$ cat src/rtl/uart_const_baud_rx.sv
// Fixed-baud 8N1 UART receiver.
// The line is synchronized and edge-detected. A half-bit delay lands the
// sampling point mid-bit, and the frame is then sampled once per bit period.
// rx_data is updated only on a good stop bit. A low stop bit raises the
// rx_err pulse instead.
`timescale 1ns/1ps
module uart_const_baud_rx #(
    parameter int clock_freq = 100_000_000,
    parameter int baud_rate  = 115200
) (
    input  logic       clk,
    input  logic       rst,
    input  logic       rx,
    output logic [7:0] rx_data,
    output logic       rx_done,
    output logic       rx_err,
    output logic       rx_busy
);

    localparam int BAUD_LIMIT = clock_freq / baud_rate;
    localparam int HALF_LIMIT = BAUD_LIMIT / 2;
    localparam int CW         = $clog2(BAUD_LIMIT + 1);

    // Terminal counts: a full bit period, and half a bit for the start check
    localparam logic [CW-1:0] BAUD_TC = CW'(BAUD_LIMIT - 1);
    localparam logic [CW-1:0] HALF_TC = CW'(HALF_LIMIT - 1);

    typedef enum logic [1:0] {
        IDLE  = 2'd0,
        START = 2'd1,
        DATA  = 2'd2,
        STOP  = 2'd3
    } state_t;

    // Synchronizer chain: rx_m (metastable) -> rx_s (clean) -> rx_d (delayed)
    logic rx_m, rx_s, rx_d;
    logic start_edge;

    state_t        state, state_nxt;
    logic [CW-1:0] baud_cnt, cnt_nxt;
    logic [2:0]    bit_idx, idx_nxt;
    logic [7:0]    shift, shift_nxt;
    logic [7:0]    data_nxt;
    logic          done_nxt, err_nxt, busy_nxt;

    // Two-FF synchronizer plus one delay stage for edge detection. The chain
    // resets to the idle level, so the line looks idle after reset.
    always_ff @(posedge clk or negedge rst) begin
        if (!rst) begin
            rx_m <= 1'b1;
            rx_s <= 1'b1;
            rx_d <= 1'b1;
        end else begin
            rx_m <= rx;
            rx_s <= rx_m;
            rx_d <= rx_s;
        end
    end

    // A start is a falling edge. A line held low never re-arms IDLE.
    assign start_edge = rx_d & ~rx_s;

    // State, counters, shifter and registered outputs
    always_ff @(posedge clk or negedge rst) begin
        if (!rst) begin
            state    <= IDLE;
            baud_cnt <= '0;
            bit_idx  <= '0;
            shift    <= '0;
            rx_data  <= '0;
            rx_done  <= 1'b0;
            rx_err   <= 1'b0;
            rx_busy  <= 1'b0;
        end else begin
            state    <= state_nxt;
            baud_cnt <= cnt_nxt;
            bit_idx  <= idx_nxt;
            shift    <= shift_nxt;
            rx_data  <= data_nxt;
            rx_done  <= done_nxt;
            rx_err   <= err_nxt;
            rx_busy  <= busy_nxt;
        end
    end

    // Next-state logic. Pulses default low, so each strobe lasts exactly one cycle.
    always_comb begin
        state_nxt = state;
        cnt_nxt   = baud_cnt;
        idx_nxt   = bit_idx;
        shift_nxt = shift;
        data_nxt  = rx_data;
        done_nxt  = 1'b0;
        err_nxt   = 1'b0;

        case (state)
            IDLE: begin
                cnt_nxt = '0;
                if (start_edge) begin
                    state_nxt = START;
                end
            end

            // Wait half a bit, then confirm the line is still low. A line
            // that has gone back high is a glitch and is dropped silently.
            START: begin
                if (baud_cnt == HALF_TC) begin
                    cnt_nxt = '0;
                    if (!rx_s) begin
                        state_nxt = DATA;
                        idx_nxt   = '0;
                    end else begin
                        state_nxt = IDLE;
                    end
                end else begin
                    cnt_nxt = baud_cnt + CW'(1);
                end
            end

            // Sample mid-bit and shift LSB-first data in from the top
            DATA: begin
                if (baud_cnt == BAUD_TC) begin
                    cnt_nxt   = '0;
                    shift_nxt = {rx_s, shift[7:1]};
                    idx_nxt   = bit_idx + 3'd1;
                    if (bit_idx == 3'd7) begin
                        state_nxt = STOP;
                    end
                end else begin
                    cnt_nxt = baud_cnt + CW'(1);
                end
            end

            // Only a high stop bit commits the byte
            STOP: begin
                if (baud_cnt == BAUD_TC) begin
                    cnt_nxt   = '0;
                    state_nxt = IDLE;
                    if (rx_s) begin
                        data_nxt = shift;
                        done_nxt = 1'b1;
                    end else begin
                        err_nxt  = 1'b1;
                    end
                end else begin
                    cnt_nxt = baud_cnt + CW'(1);
                end
            end

            default: begin
                state_nxt = IDLE;
                cnt_nxt   = '0;
            end
        endcase

        // busy follows the state being entered, so it tracks START/IDLE entry
        busy_nxt = (state_nxt != IDLE);
    end

endmodule
$ cat config.mk
export PLATFORM = sky130hd
export DESIGN_NAME = uart_const_baud_rx
export DESIGN_NICKNAME = d
export VERILOG_FILES = /design/src/rtl/uart_const_baud_rx.sv
export SDC_FILE = /design/constraint.sdc
export NUM_CORES = 1
export LEC_CHECK = 0
export BUFFER_PORTS_ARGS = -buffer_cell sky130_fd_sc_hd__buf_2
export CAP_MARGIN = 25
export CORE_UTILIZATION = 55
export CTS_CLUSTER_SIZE = 28
export DETAILED_ROUTE_END_ITERATION = 7
export PLACE_DENSITY = 0.7
export SYNTH_ARGS = -nofsm -noshare
export SYNTH_HDL_FRONTEND = slang
export SYNTH_SLANG_ARGS = --single-unit
$ cat constraint.sdc
create_clock -name clk -period 4 [get_ports clk]
set_clock_uncertainty 0.05 [all_clocks]
set_input_delay 0.8 -clock clk [delete_from_list [all_inputs] [get_ports clk]]
set_output_delay 0.8 -clock clk [all_outputs]
set_load 0.01 [all_outputs]
==> impl_metrics.yaml <==
setup_path:
  cp.required_ns: 4.19
  crit_arrival_ns: 2.41
  endpoint_kind: "register"
  setup.worst_path.start_class: "register"
  path_class: "register to register"
  crit_fanout: 9
  rrSetupSlack_ns: 1.77
timing:
  finalWorstSetupSlack_ns: 1.77
  slew_viol_final: 0
  worst_slew_pin_slew_ns: 0.784
  max_freq_ghz: 0.449
  min_period_over_period_pct: 55.6
  tns_ns: 0
  slew_headroom_pct: 47.7
  fin_crit_ns: 2.23
  finalSetupViolations: 0
  hold_ws_ns: 0.314
  rsz0062_at_grt: "no"
  hold_violations: 0
clock_network:
  clkTransAtPathRegs_ns: 0.12
  numCtsBuffers: 5
  cts-root-buf: "clkbuf_4"
  clk_latency_ns: 0.35
  cts_max_level: 2
  hold_buffers: 0
  post_cts_resized: 0
  post-cts-setup-buffer-count: 0
  cts.sinks: 37
  tritoncts: "yes"
  clockBufferDepth: 2
route:
  ant_nets: 0
  vias_per_cell: 5.64
  wire_per_inst_um: 14.2
  wl_mm: 2.52
  route.detailed.drc: 0
  drt_iter0_drc: 24
  vias: 999
  firstDrtPassIters: 4
floorplan:
  io_pins: 14
  rows: 19
  initial_core_util_pct: 59.0
  core_um2: 2780
  die_h_um: 56.6
  die_w_um: 56.6
  die-area_um2: 3200
global_routing:
  antenna_found_initial: 0
  grt_pass1_wl_mm: 4.13
  grt_util_met3_pct: 6.22
  grt_usage_pct: 17.6
  grtUsageMet2_pct: 25.2
  grt_max_degree: 38
  grt-ovfl-total: 0
  grt-busiest-layer: "met2"
  grt_pass1_vias: 934
  met1_usage_pct: 23.7
synthesis:
  ys_ff_latch: 37
  netlist_top_cells_area: "dfrtp_1 (52%), mux2_2 (13%), dfstp_2 (4.8%)"
  yosysSeqAreaShare_pct: 56.7
  ys_types: 34
  synth_area_leader_cell: "dfrtp_1"
  ys_top_cells_by_count: "dfrtp_1 (34), mux2_2 (19), nor2_1 (12)"
  syn_inst: 127
  synth_area_per_cell_um2: 12.9
  synth_edf_count: 0
  async_flop_share_pct: 100
  synth.most_common_cell: "dfrtp_1"
  synth_top_area_share_pct: 51.9
  synth-main-ff-cell: "dfrtp_1"
  syn-cell-area_um2: 1640
  yosysWarnings: 0
  synth_nets: 134
final_layout:
  antenna_cells: 0
  nNetsFinal: 152
  n_fill_cell: 212
  fin_util_pct: 65.2
  multi_input_area_um2: 684
  area_growth_pct: 10.5
  seq_area_um2: 930
  drive_above_1_share_pct: 34.9
pwr:
  power.leakage_nw: 0.911
  powerDensity_nw_per_um2: 448
  peakVddDrop_mv: 0.350
place:
  dpl_worst_slack_ns: 1.78
  port_buffers: 13
  hpwl_mm: 1.77
  gp_congestion: 0.781
status:
  status: "finished, final reports clean"
run:
  maxCapViolCount: 0
hold_path:
  holdCritPathClass: "register to register"
-- path summary, 6_finish.rpt --
kind	startpoint	to	cells after the start
max	baud_cnt[0]$_DFF_PN0_	shift[7]$_DFFE_PN0P_	5
min	rx_m$_DFF_PN1_	rx_s$_DFF_PN1_	0
max reg2reg	baud_cnt[0]$_DFF_PN0_	shift[7]$_DFFE_PN0P_	5
min reg2reg	rx_m$_DFF_PN1_	rx_s$_DFF_PN1_	0
max in group asynchronous	rst	bit_idx[1]$_DFFE_PN0P_	1
min in group asynchronous	rst	shift[3]$_DFFE_PN0P_	1
-- layout make-up --
cell class | instances | area share [%]
well taps | 31 | 2.14
flip-flops and latches | 37 | 51.3
clock inverters | 3 | 2.55
multi-input cells | 85 | 37.8
clock buffers | 5 | 2.07
inverters | 3 | 0.621
repair buffers | 13 | 3.59
-- metal layers --
metal,wire [um],vias up
met4,49,0
met1,1230,492
li1,-,478
met3,124,6
met2,1120,23
met5,0,-
-- cells by family (layout without fill, tap and decap cells) --
logic type                 after synthesis  count (layout)  synth area share, %
AOI/OAI and AO/OA                        7               7                 3.28
and+or+nand+nor                         47              47                 18.1
xor gates and xnor gates                 8               8                 4.27
muxes                                   19              19                 13.0
buffers and inverters                    5              24                 1.60
DFF                                     37              37                 56.7
adders and majority gates                4               4                 3.05
-- flip-flops by register name, indices dropped and copies added, names as in the netlist --
signal,cells
rx_s,1
rx_data,8
baud_cnt,10
rx_d,1
rx_busy,1
rx_m,1
shift,8
bit_idx,3
rx_done,1
rx_err,1
state,2
-- metrics by stage --
step                      cells  power [mW]  cell area (um2)
after floorplan             127       0.529             1640
after detailed placement    169       0.560             1730
final                       177       0.813             1810
after global placement      169       0.556             1730
after CTS                   177       0.821             1810
after global routing        177       0.856             1810
-- layout by cell type, fill, tap and decap left out, types with 2 or more instances in the layout --
master / synthesis / layout
xor2_1: 5 / 5
clkbuf_4: 0 / 5
nand3_1: 3 / 3
inv_1: 3 / 3
dfrtp_1: 34 / 34
xnor2_1: 3 / 3
nand2_1: 6 / 6
and4bb_2: 2 / 2
and2_1: 4 / 4
mux2_2: 19 / 19
nor2b_1: 4 / 4
buf_2: 0 / 13
nor2_1: 12 / 12
and3_1: 2 / 2
ha_1: 4 / 4
dfstp_2: 3 / 3
nand4_1: 3 / 3
-- worst max-delay path, stage by stage (launching register included) --
cell	delay [ns]
dfrtp_1	0.44
ha_1	0.22
and4bb_2	0.28
nand3_1	0.12
nor2b_1	0.61
mux2_2	0.41
-- report_power, final --
group / switching [mW] / internal, mW
Clock: 0.129 / 0.132
Combinational: 0.0468 / 0.0446
Sequential: 0.0508 / 0.410
No activity file was read; power rests on OpenSTA's default activity.
